[config.mk]
export PLATFORM = sky130hd
export DESIGN_NAME = pipe_scroller
export DESIGN_NICKNAME = d
export VERILOG_FILES = /design/src/rtl/pipe_scroller.sv
export SDC_FILE = /design/constraint.sdc
export NUM_CORES = 1
export LEC_CHECK = 0
export BUFFER_PORTS_ARGS = -buffer_cell sky130_fd_sc_hd__clkbuf_2
export CAP_MARGIN = 20
export CORE_MARGIN = 3
export CORE_UTILIZATION = 54
export DETAILED_ROUTE_END_ITERATION = 10
export PLACE_DENSITY = 0.87
export SLEW_MARGIN = 40
export SYNTH_ARGS = -nofsm -noshare
export SYNTH_HDL_FRONTEND = slang
export SYNTH_SLANG_ARGS = --single-unit
[constraint.sdc]
create_clock -name Clock -period 3.6 [get_ports Clock]
set_clock_uncertainty 0.2 [all_clocks]
set_input_delay 0.72 -clock Clock [delete_from_list [all_inputs] [get_ports Clock]]
set_output_delay 0.72 -clock Clock [all_outputs]
set_load 0.01 [all_outputs]
[src/rtl/pipe_scroller.sv]
// Side-scrolling pipe playfield: shifts columns left on each tick edge, inserts pseudo-random
// pipes every SPACING steps and counts pipes that pass the bird column.
module pipe_scroller #(
    parameter int unsigned COLS     = 16,
    parameter int unsigned ROWS     = 8,
    parameter int unsigned GAP      = 3,
    parameter int unsigned SPACING  = 4,
    parameter int unsigned BIRD_COL = 2
) (
    input  logic                   Clock,
    input  logic                   RST,
    input  logic                   tick,
    input  logic                   start,
    input  logic                   collide,
    output logic [COLS*ROWS-1:0]   field,
    output logic [ROWS-1:0]        bird_col_mask,
    output logic [7:0]             score,
    output logic                   running
);

    localparam int unsigned CW   = (SPACING > 1) ? $clog2(SPACING) : 1;
    localparam int unsigned GMOD = ROWS - GAP + 1;

    typedef enum logic [1:0] {StIdle, StRun, StOver} state_e;

    state_e                r_state, w_state_nxt;
    logic                  r_tick_d;
    logic [7:0]            r_lfsr;
    logic [COLS*ROWS-1:0]  r_field, w_field_nxt;
    logic [7:0]            r_score, w_score_nxt;
    logic [CW-1:0]         r_cnt, w_cnt_nxt;

    logic                  w_step;
    logic                  w_lfsr_fb;
    logic [7:0]            w_g;
    logic [ROWS-1:0]       w_gap_mask;
    logic [ROWS-1:0]       w_pipe_col;
    logic [ROWS-1:0]       w_new_col;
    logic                  w_last_slot;

    assign w_step      = tick & ~r_tick_d;
    // Taps 8,6,5,4 of x^8+x^6+x^5+x^4+1 in left-shifting Fibonacci form
    assign w_lfsr_fb   = r_lfsr[7] ^ r_lfsr[5] ^ r_lfsr[4] ^ r_lfsr[3];
    assign w_g         = r_lfsr % 8'(GMOD);
    assign w_gap_mask  = ROWS'((1 << GAP) - 1) << w_g;
    assign w_pipe_col  = ~w_gap_mask;
    assign w_last_slot = (r_cnt == CW'(SPACING - 1));

    always_comb begin
        w_state_nxt = r_state;
        w_field_nxt = r_field;
        w_score_nxt = r_score;
        w_cnt_nxt   = r_cnt;
        w_new_col   = '0;
        unique case (r_state)
            StIdle: begin
                w_field_nxt = '0;
                w_score_nxt = '0;
                w_cnt_nxt   = '0;
                if (start) begin
                    w_state_nxt = StRun;
                end
            end
            StRun: begin
                if (collide) begin
                    w_state_nxt = StOver;
                end else if (w_step) begin
                    w_new_col   = w_last_slot ? w_pipe_col : '0;
                    w_cnt_nxt   = w_last_slot ? '0 : r_cnt + CW'(1);
                    w_field_nxt = {w_new_col, r_field[COLS*ROWS-1:ROWS]};
                    if ((|r_field[BIRD_COL*ROWS +: ROWS]) && (r_score != 8'hFF)) begin
                        w_score_nxt = r_score + 8'd1;
                    end
                end
            end
            StOver: begin
                // Clear on the way out so IDLE is entered with an empty field
                if (start) begin
                    w_state_nxt = StIdle;
                    w_field_nxt = '0;
                    w_score_nxt = '0;
                    w_cnt_nxt   = '0;
                end
            end
            default: begin
                w_state_nxt = StIdle;
            end
        endcase
    end

    always_ff @(posedge Clock or negedge RST) begin
        if (!RST) begin
            r_state  <= StIdle;
            r_tick_d <= 1'b0;
            r_lfsr   <= 8'hA5;
            r_field  <= '0;
            r_score  <= '0;
            r_cnt    <= '0;
        end else begin
            r_state  <= w_state_nxt;
            r_tick_d <= tick;
            r_lfsr   <= {r_lfsr[6:0], w_lfsr_fb};
            r_field  <= w_field_nxt;
            r_score  <= w_score_nxt;
            r_cnt    <= w_cnt_nxt;
        end
    end

    assign field         = r_field;
    assign bird_col_mask = r_field[BIRD_COL*ROWS +: ROWS];
    assign score         = r_score;
    assign running      = (r_state == StRun);

endmodule

==> results of run 1 <==
==> stage by stage <==
stage	std cells	hold WS [ps]	util, %
floorplan	702	173	-
global placement	944	254	62.0
detailed placement	944	261	62.0
CTS	976	115	67.2
global route	977	137	67.4
finish	977	98.9	67.4
==> flip-flops by register name, indices dropped and copies added (netlist names) <==
| register | count |
|---|---|
| field | 128 |
| r_cnt | 2 |
| r_lfsr | 8 |
| r_state | 2 |
| r_tick_d | 1 |
| score | 8 |
==> cell usage in the layout (no fill, tap or decap), types with 4 or more instances in the layout <==
cell type  instances
nand2_1          260
clkbuf_2         148
dfrtp_1          145
o21ai_0          133
clkbuf_16         17
nor2_1            14
xor2_1             9
inv_1              8
and3_1             7
a21oi_1            5
nand3_1            4
clkinv_4           4
dfstp_2            4
==> per-layer routing <==
metal	wire length (µm)	up-vias	track usage, %	share of wire [%]
met2	7130	162	37.0	48
li1	-	2556	-	-
met5	0	-	0	0
met1	6440	2535	31.1	44
met4	232	0	8.06	1.6
met3	966	19	5.95	6.5
==> worst register-to-register path: cells and delay by family (launching register included) <==
family	cells	cell delay, ps
buffers and inverters	1	80
AND/OR/NAND/NOR	4	1020
AO/OA/AOI/OAI	3	670
adder cells (fa/ha/maj)	1	350
flip-flops	1	680
==> synth_stat cells, types with 2 or more instances <==
| cell type | number |
|---|---|
| nand3b_1 | 3 |
| xnor2_1 | 3 |
| ha_1 | 3 |
| nand2b_1 | 2 |
| nand4bb_1 | 2 |
| nor3b_1 | 2 |
| and3_1 | 7 |
| dfrtp_1 | 145 |
| nand3_1 | 4 |
| nor3_1 | 2 |
| dfstp_2 | 4 |
| o21ai_0 | 133 |
| buf_2 | 9 |
| o211ai_1 | 3 |
| clkbuf_1 | 35 |
| xor2_1 | 9 |
| o21a_1 | 2 |
| nand2_1 | 260 |
| buf_4 | 10 |
| a31oi_1 | 2 |
| o21ai_1 | 2 |
| a22o_1 | 2 |
| a21oi_1 | 5 |
| inv_1 | 8 |
| nor4_1 | 3 |
| o21bai_1 | 3 |
| nor2_1 | 15 |
| nand4_1 | 3 |
==> logic make-up (layout without fill, tap and decap cells) <==
kind of cell	count (synthesis)	after routing	synth area share [%]
mux	1	1	0.176
simple gates	309	309	20.0
flops	149	149	58.4
xor+xnor	12	12	1.64
compound gates	164	164	14.5
fa+ha+maj	3	3	0.587
buf+inv	64	196	4.64
==> report_power, final <==
| group | total [µW] | internal [µW] | switching (µW) |
|---|---|---|---|
| Sequential | 1720 | 1700 | 20.7 |
| Clock | 1780 | 1110 | 672 |
| Combinational | 795 | 115 | 680 |
==> final timing paths <==
path | endpoint | start | slack, ps
setup / recovery | field[124]$_DFFE_PN0P_ | r_lfsr[5]$_DFF_PN1_ | 500
hold / removal | field[22]$_DFFE_PN0P_ | RST | 100
setup reg to reg | field[124]$_DFFE_PN0P_ | r_lfsr[5]$_DFF_PN1_ | 500
hold reg to reg | r_lfsr[1]$_DFF_PN0_ | r_lfsr[0]$_DFF_PN1_ | 260
max in group asynchronous | r_state[0]$_DFFE_PN0P_ | RST | 2290
min in group Clock | r_tick_d$_DFF_PN0_ | tick | 220
==> layout make-up <==
| cell class | instances | area, µm² |
|---|---|---|
| clock buffers | 20 | 447 |
| clock inverters | 12 | 155 |
| fillers | 889 | 3750 |
| inverters | 9 | 33.8 |
| multi-input cells | 489 | 2370 |
| flip-flops and latches | 149 | 3730 |
| well taps | 143 | 179 |
| repair buffers | 155 | 842 |
==> results.toml, run 1 <==
[synthesis]
number_of_synthesized_register_bits = 149
synth-main-ff-cell = "dfrtp_1"
netlist_instances = 702
synthesis.area_per_instance_um2 = 9.10
synth_top_cells_by_area = "dfrtp_1 57%, nand2_1 15%, o21ai_0 10%, clkbuf_1 2.1%, dfstp_2 1.6%"
synthDominantCellAreaShare_pct = 56.8
synthDominantAreaCellType = "dfrtp_1"
synth_enable_flop_cells = 0
yosysWarningCount = 0
syn-num-nets = 710
synth_area_um2 = 6390
ys_async_sr_fraction_pct = 100
synth_cell_type_count = 49
share_of_the_yosys_chip_area_belonging_to_registers_pct = 58.4

[finish]
fin_area_um2 = 7760
insertedDiodeCount = 0
area_delta_synth_final_pct = 21.5
post_route_cells_drive_above_1_share_pct = 23.9
nets = 829

[placement]
place_area_um2 = 7130
buffer_ports.inserted = 149
post-place-ws_ps = 520
place_congestion = 0.861
estimated_wirelength_of_the_detail_placed_design_um = 9760

[floorplanning]
floorplan.die_area_um2 = 13200
effective_utilization_at_floorplan_pct = 55.5
boundaryPins = 150
fp-row-count = 39
die_w_um = 115
coreArea_um2 = 11500
die_h_um = 115

[critical_path]
critPathTopFamily = "simple AND/OR/NAND/NOR gates"
kind_of_end_point_of_the_critical_path = "flip-flop"
timing.critical_path.buf_inv = 1
timing.critical_path.slowest_stage_cell = "dfstp_2"
crit_type = "flip-flop to flip-flop"
cp.depth = 9
ff2ff_path_depth = 9
worst-endpoint-required_ps = 3700
arrival_ps = 3200
slowest_delay_ps = 680
crit_fanout = 13
worstPathCellList = "nor4b_4 -> and2_4 -> o32ai_1 -> and3_1 -> inv_1 -> ha_1 -> or3_1 -> o211a_1 -> a22o_1"
timing.critical_path.from_type = "flip-flop"

[cts]
tritoncts = "yes"
cts.htree.levels = 4
cts.sinks = 149
clock_transition_at_the_registers_of_the_reported_paths_ps = 60
cts-root-buf = "clkbuf_16"
clock_latency_on_the_worst_skew_pair_ps = 420
cts_resized = 0
cts.hold.buffers_added = 0
cts_max_path_buffers = 2
tritoncts.num_buffers = 17
post_cts_buffers = 0

[route]
drt.antenna.violating_nets = 0
via_count = 5272
viasPerCell = 5.40
remaining_drc_errors = 0
finalWirelength_um = 14800
drt_iter0_drc = 582
tritonroute_pass_1_iters = 5
routedWlPerCell_um = 15.1

[pwr]
vdd_drop_max_v = 0.000405
power_uw = 4290
cellLeakagePower_uw = 0.00373
cellPowerDensity_nw_per_um2 = 553

[timing]
slew_at_the_pin_closest_to_its_max_slew_limit_ps = 752
max-slew-margin-rel_pct = 49.8
final_min_period_over_clock_period_pct = 86.1
achievable-frequency_mhz = 323
final-hold-violation-count = 0
timing.final.setup_violations = 0
period_minus_slack_ps = 3100
tns_ps = 0
final_count_of_pins_violating_max_slew = 0
finalWorstSetupSlack_ps = 500
grt_setup_unrepaired = "no"

[hold_path]
timing.hold.worst.class = "input port to asynchronous set/reset pin"

[global_routing]
grt_pass1_vias = 4841
global_route.overflow_total = 0
antenna_found_initial = 0
grt_pass1_wl_um = 24300
maximum_number_of_pins_on_one_net_before_global_route_repair = 253
grtUsageTotal_pct = 23.2

[outcome]
outcome = "finished clean"

[flow_run]
max_cap_viol_count = 0
Note: power is estimated with default switching activity, not from simulation.
==> run 2, diff against run 1 <==
PLACE_DENSITY = 0.78   (was 0.87)
==> results.toml, run 2 (same netlist as run 1, synthesis figures left out) <==
[timing]
achievable-frequency_mhz = 298
max-slew-margin-rel_pct = 56.6
period_minus_slack_ps = 3350
final-hold-violation-count = 0
slew_at_the_pin_closest_to_its_max_slew_limit_ps = 652
timing.final.setup_violations = 0
final_min_period_over_clock_period_pct = 93.2
grt_setup_unrepaired = "no"
final_count_of_pins_violating_max_slew = 0
tns_ps = 0

[pwr]
switching_share_pct = 30.9
cellLeakagePower_uw = 0.00375
power.combinational.fraction_pct = 18.3
net_switching_component_of_the_power_uw = 1350
cellPowerDensity_nw_per_um2 = 562
sequentialPowerShare_pct = 39.2
vdd_drop_max_v = 0.000402
cellInternalPower_uw = 3030
power.clock.fraction_pct = 42.5

[cts]
cts_max_path_buffers = 2
cts.sinks = 149
clock_transition_at_the_registers_of_the_reported_paths_ps = 60
cts.hold.buffers_added = 0
clock_latency_on_the_worst_skew_pair_ps = 420
cts-root-buf = "clkbuf_16"
post_cts_buffers = 0
cts.htree.levels = 4
tritoncts = "yes"
cts_resized = 0
tritoncts.num_buffers = 17

[finish]
post_route_cells_drive_above_1_share_pct = 23.7
nets = 829
mostFrequentLayoutCells = "260 x nand2_1, 148 x clkbuf_2, 145 x dfrtp_1, 133 x o21ai_0, 17 x clkbuf_16"
insertedDiodeCount = 0
largest_register_ffs = 128
layout_commonest_cell = "nand2_1"
area_delta_synth_final_pct = 21.9
fin_area_um2 = 7790

[floorplanning]
die_h_um = 115
coreArea_um2 = 11500
boundaryPins = 150
fp-row-count = 39
effective_utilization_at_floorplan_pct = 55.5
floorplan.die_area_um2 = 13200
die_w_um = 115

[critical_path]
crit_fanout = 13
ff2ff_path_depth = 10
worst-endpoint-required_ps = 3700
arrival_ps = 3460
regToRegEndpoint = "field[124]$_DFFE_PN0P_"
ff2ff_setup_slack_ps = 250
timing.critical_path.from_type = "flip-flop"
worstReg2RegStart = "r_lfsr[5]$_DFF_PN1_"
crit_type = "flip-flop to flip-flop"
kind_of_end_point_of_the_critical_path = "flip-flop"

[placement]
place_area_um2 = 7130
buffer_ports.inserted = 149
place_congestion = 0.913
estimated_wirelength_of_the_detail_placed_design_um = 9810

[global_routing]
antenna_found_initial = 0
maximum_number_of_pins_on_one_net_before_global_route_repair = 253
global_route.overflow_total = 0
grtUsageTotal_pct = 23.8
grt_pass1_wl_um = 24600
grt_pass1_vias = 4893

[route]
finalWirelength_um = 14900
drt_iter0_drc = 463
routedWlPerCell_um = 15.3
tritonroute_pass_1_iters = 5
viasPerCell = 5.42
remaining_drc_errors = 0
drt.antenna.violating_nets = 0
via_count = 5295

[hold_path]
timing.hold.worst.class = "input port to asynchronous set/reset pin"

[outcome]
outcome = "finished clean"

[flow_run]
max_cap_viol_count = 0
## run 2: area by class of cell
type	count	area (µm²)
flip-flops and latches	149	3730
fillers	936	3720
multi-input cells	489	2370
repair buffers	155	846
clock buffers	23	478
well taps	143	179
clock inverters	9	149
inverters	9	33.8
## run 2: worst max-delay path, cell delays in order, from the launching register on
cell	delay, ps
dfstp_2	680
nor4b_4	90
and2_4	170
o32ai_1	290
and3_1	420
inv_1	80
ha_1	390
inv_1	100
nor4_1	440
o21bai_1	170
a22o_1	220
## run 2: metrics by stage
step	hold slack, ps	power (µW)	std cells	setup slack (ps)	util [%]
after CTS	128	4370	976	400	67.4
after global placement	250	2490	944	615	62.0
final	93.8	4380	977	245	67.7
after global routing	138	4590	977	205	67.7
after floorplan	173	2360	702	649	-
after detailed placement	248	2510	944	451	62.0
## run 2: power groups by stage
stage                     clock network, µW  registers [µW]  logic, µW
after floorplan                           0            1740        614
after global placement                    0            1750        745
after detailed placement                  0            1750        757
after CTS                              1890            1720        762
after global routing                   1970            1720        903
final                                  1860            1720        801
## run 2: worst max-delay path by stage
stage                        start                      to  slack [ps]  depth (start not counted)
6_report       r_lfsr[5]$_DFF_PN1_  field[124]$_DFFE_PN0P_         250                         10
5_1_grt        r_lfsr[5]$_DFF_PN1_  field[124]$_DFFE_PN0P_         200                         10
4_1_cts        r_lfsr[5]$_DFF_PN1_  field[124]$_DFFE_PN0P_         400                         10
3_5_place_dp   r_lfsr[5]$_DFF_PN1_  field[124]$_DFFE_PN0P_         450                         10
3_3_place_gp   r_lfsr[2]$_DFF_PN1_  field[123]$_DFFE_PN0P_         620                          9
2_1_floorplan  r_lfsr[2]$_DFF_PN1_  field[123]$_DFFE_PN0P_         650                         11
## run 2: per-layer routing
layer / part of all wire (%) / track usage [%] / vias up / wire (µm)
li1: - / - / 2554 / -
met1: 42 / 31.2 / 2531 / 6300
met2: 49 / 38.1 / 185 / 7380
met3: 6.4 / 6.58 / 25 / 963
met4: 1.9 / 8.84 / 0 / 285
met5: 0 / 0 / - / 0
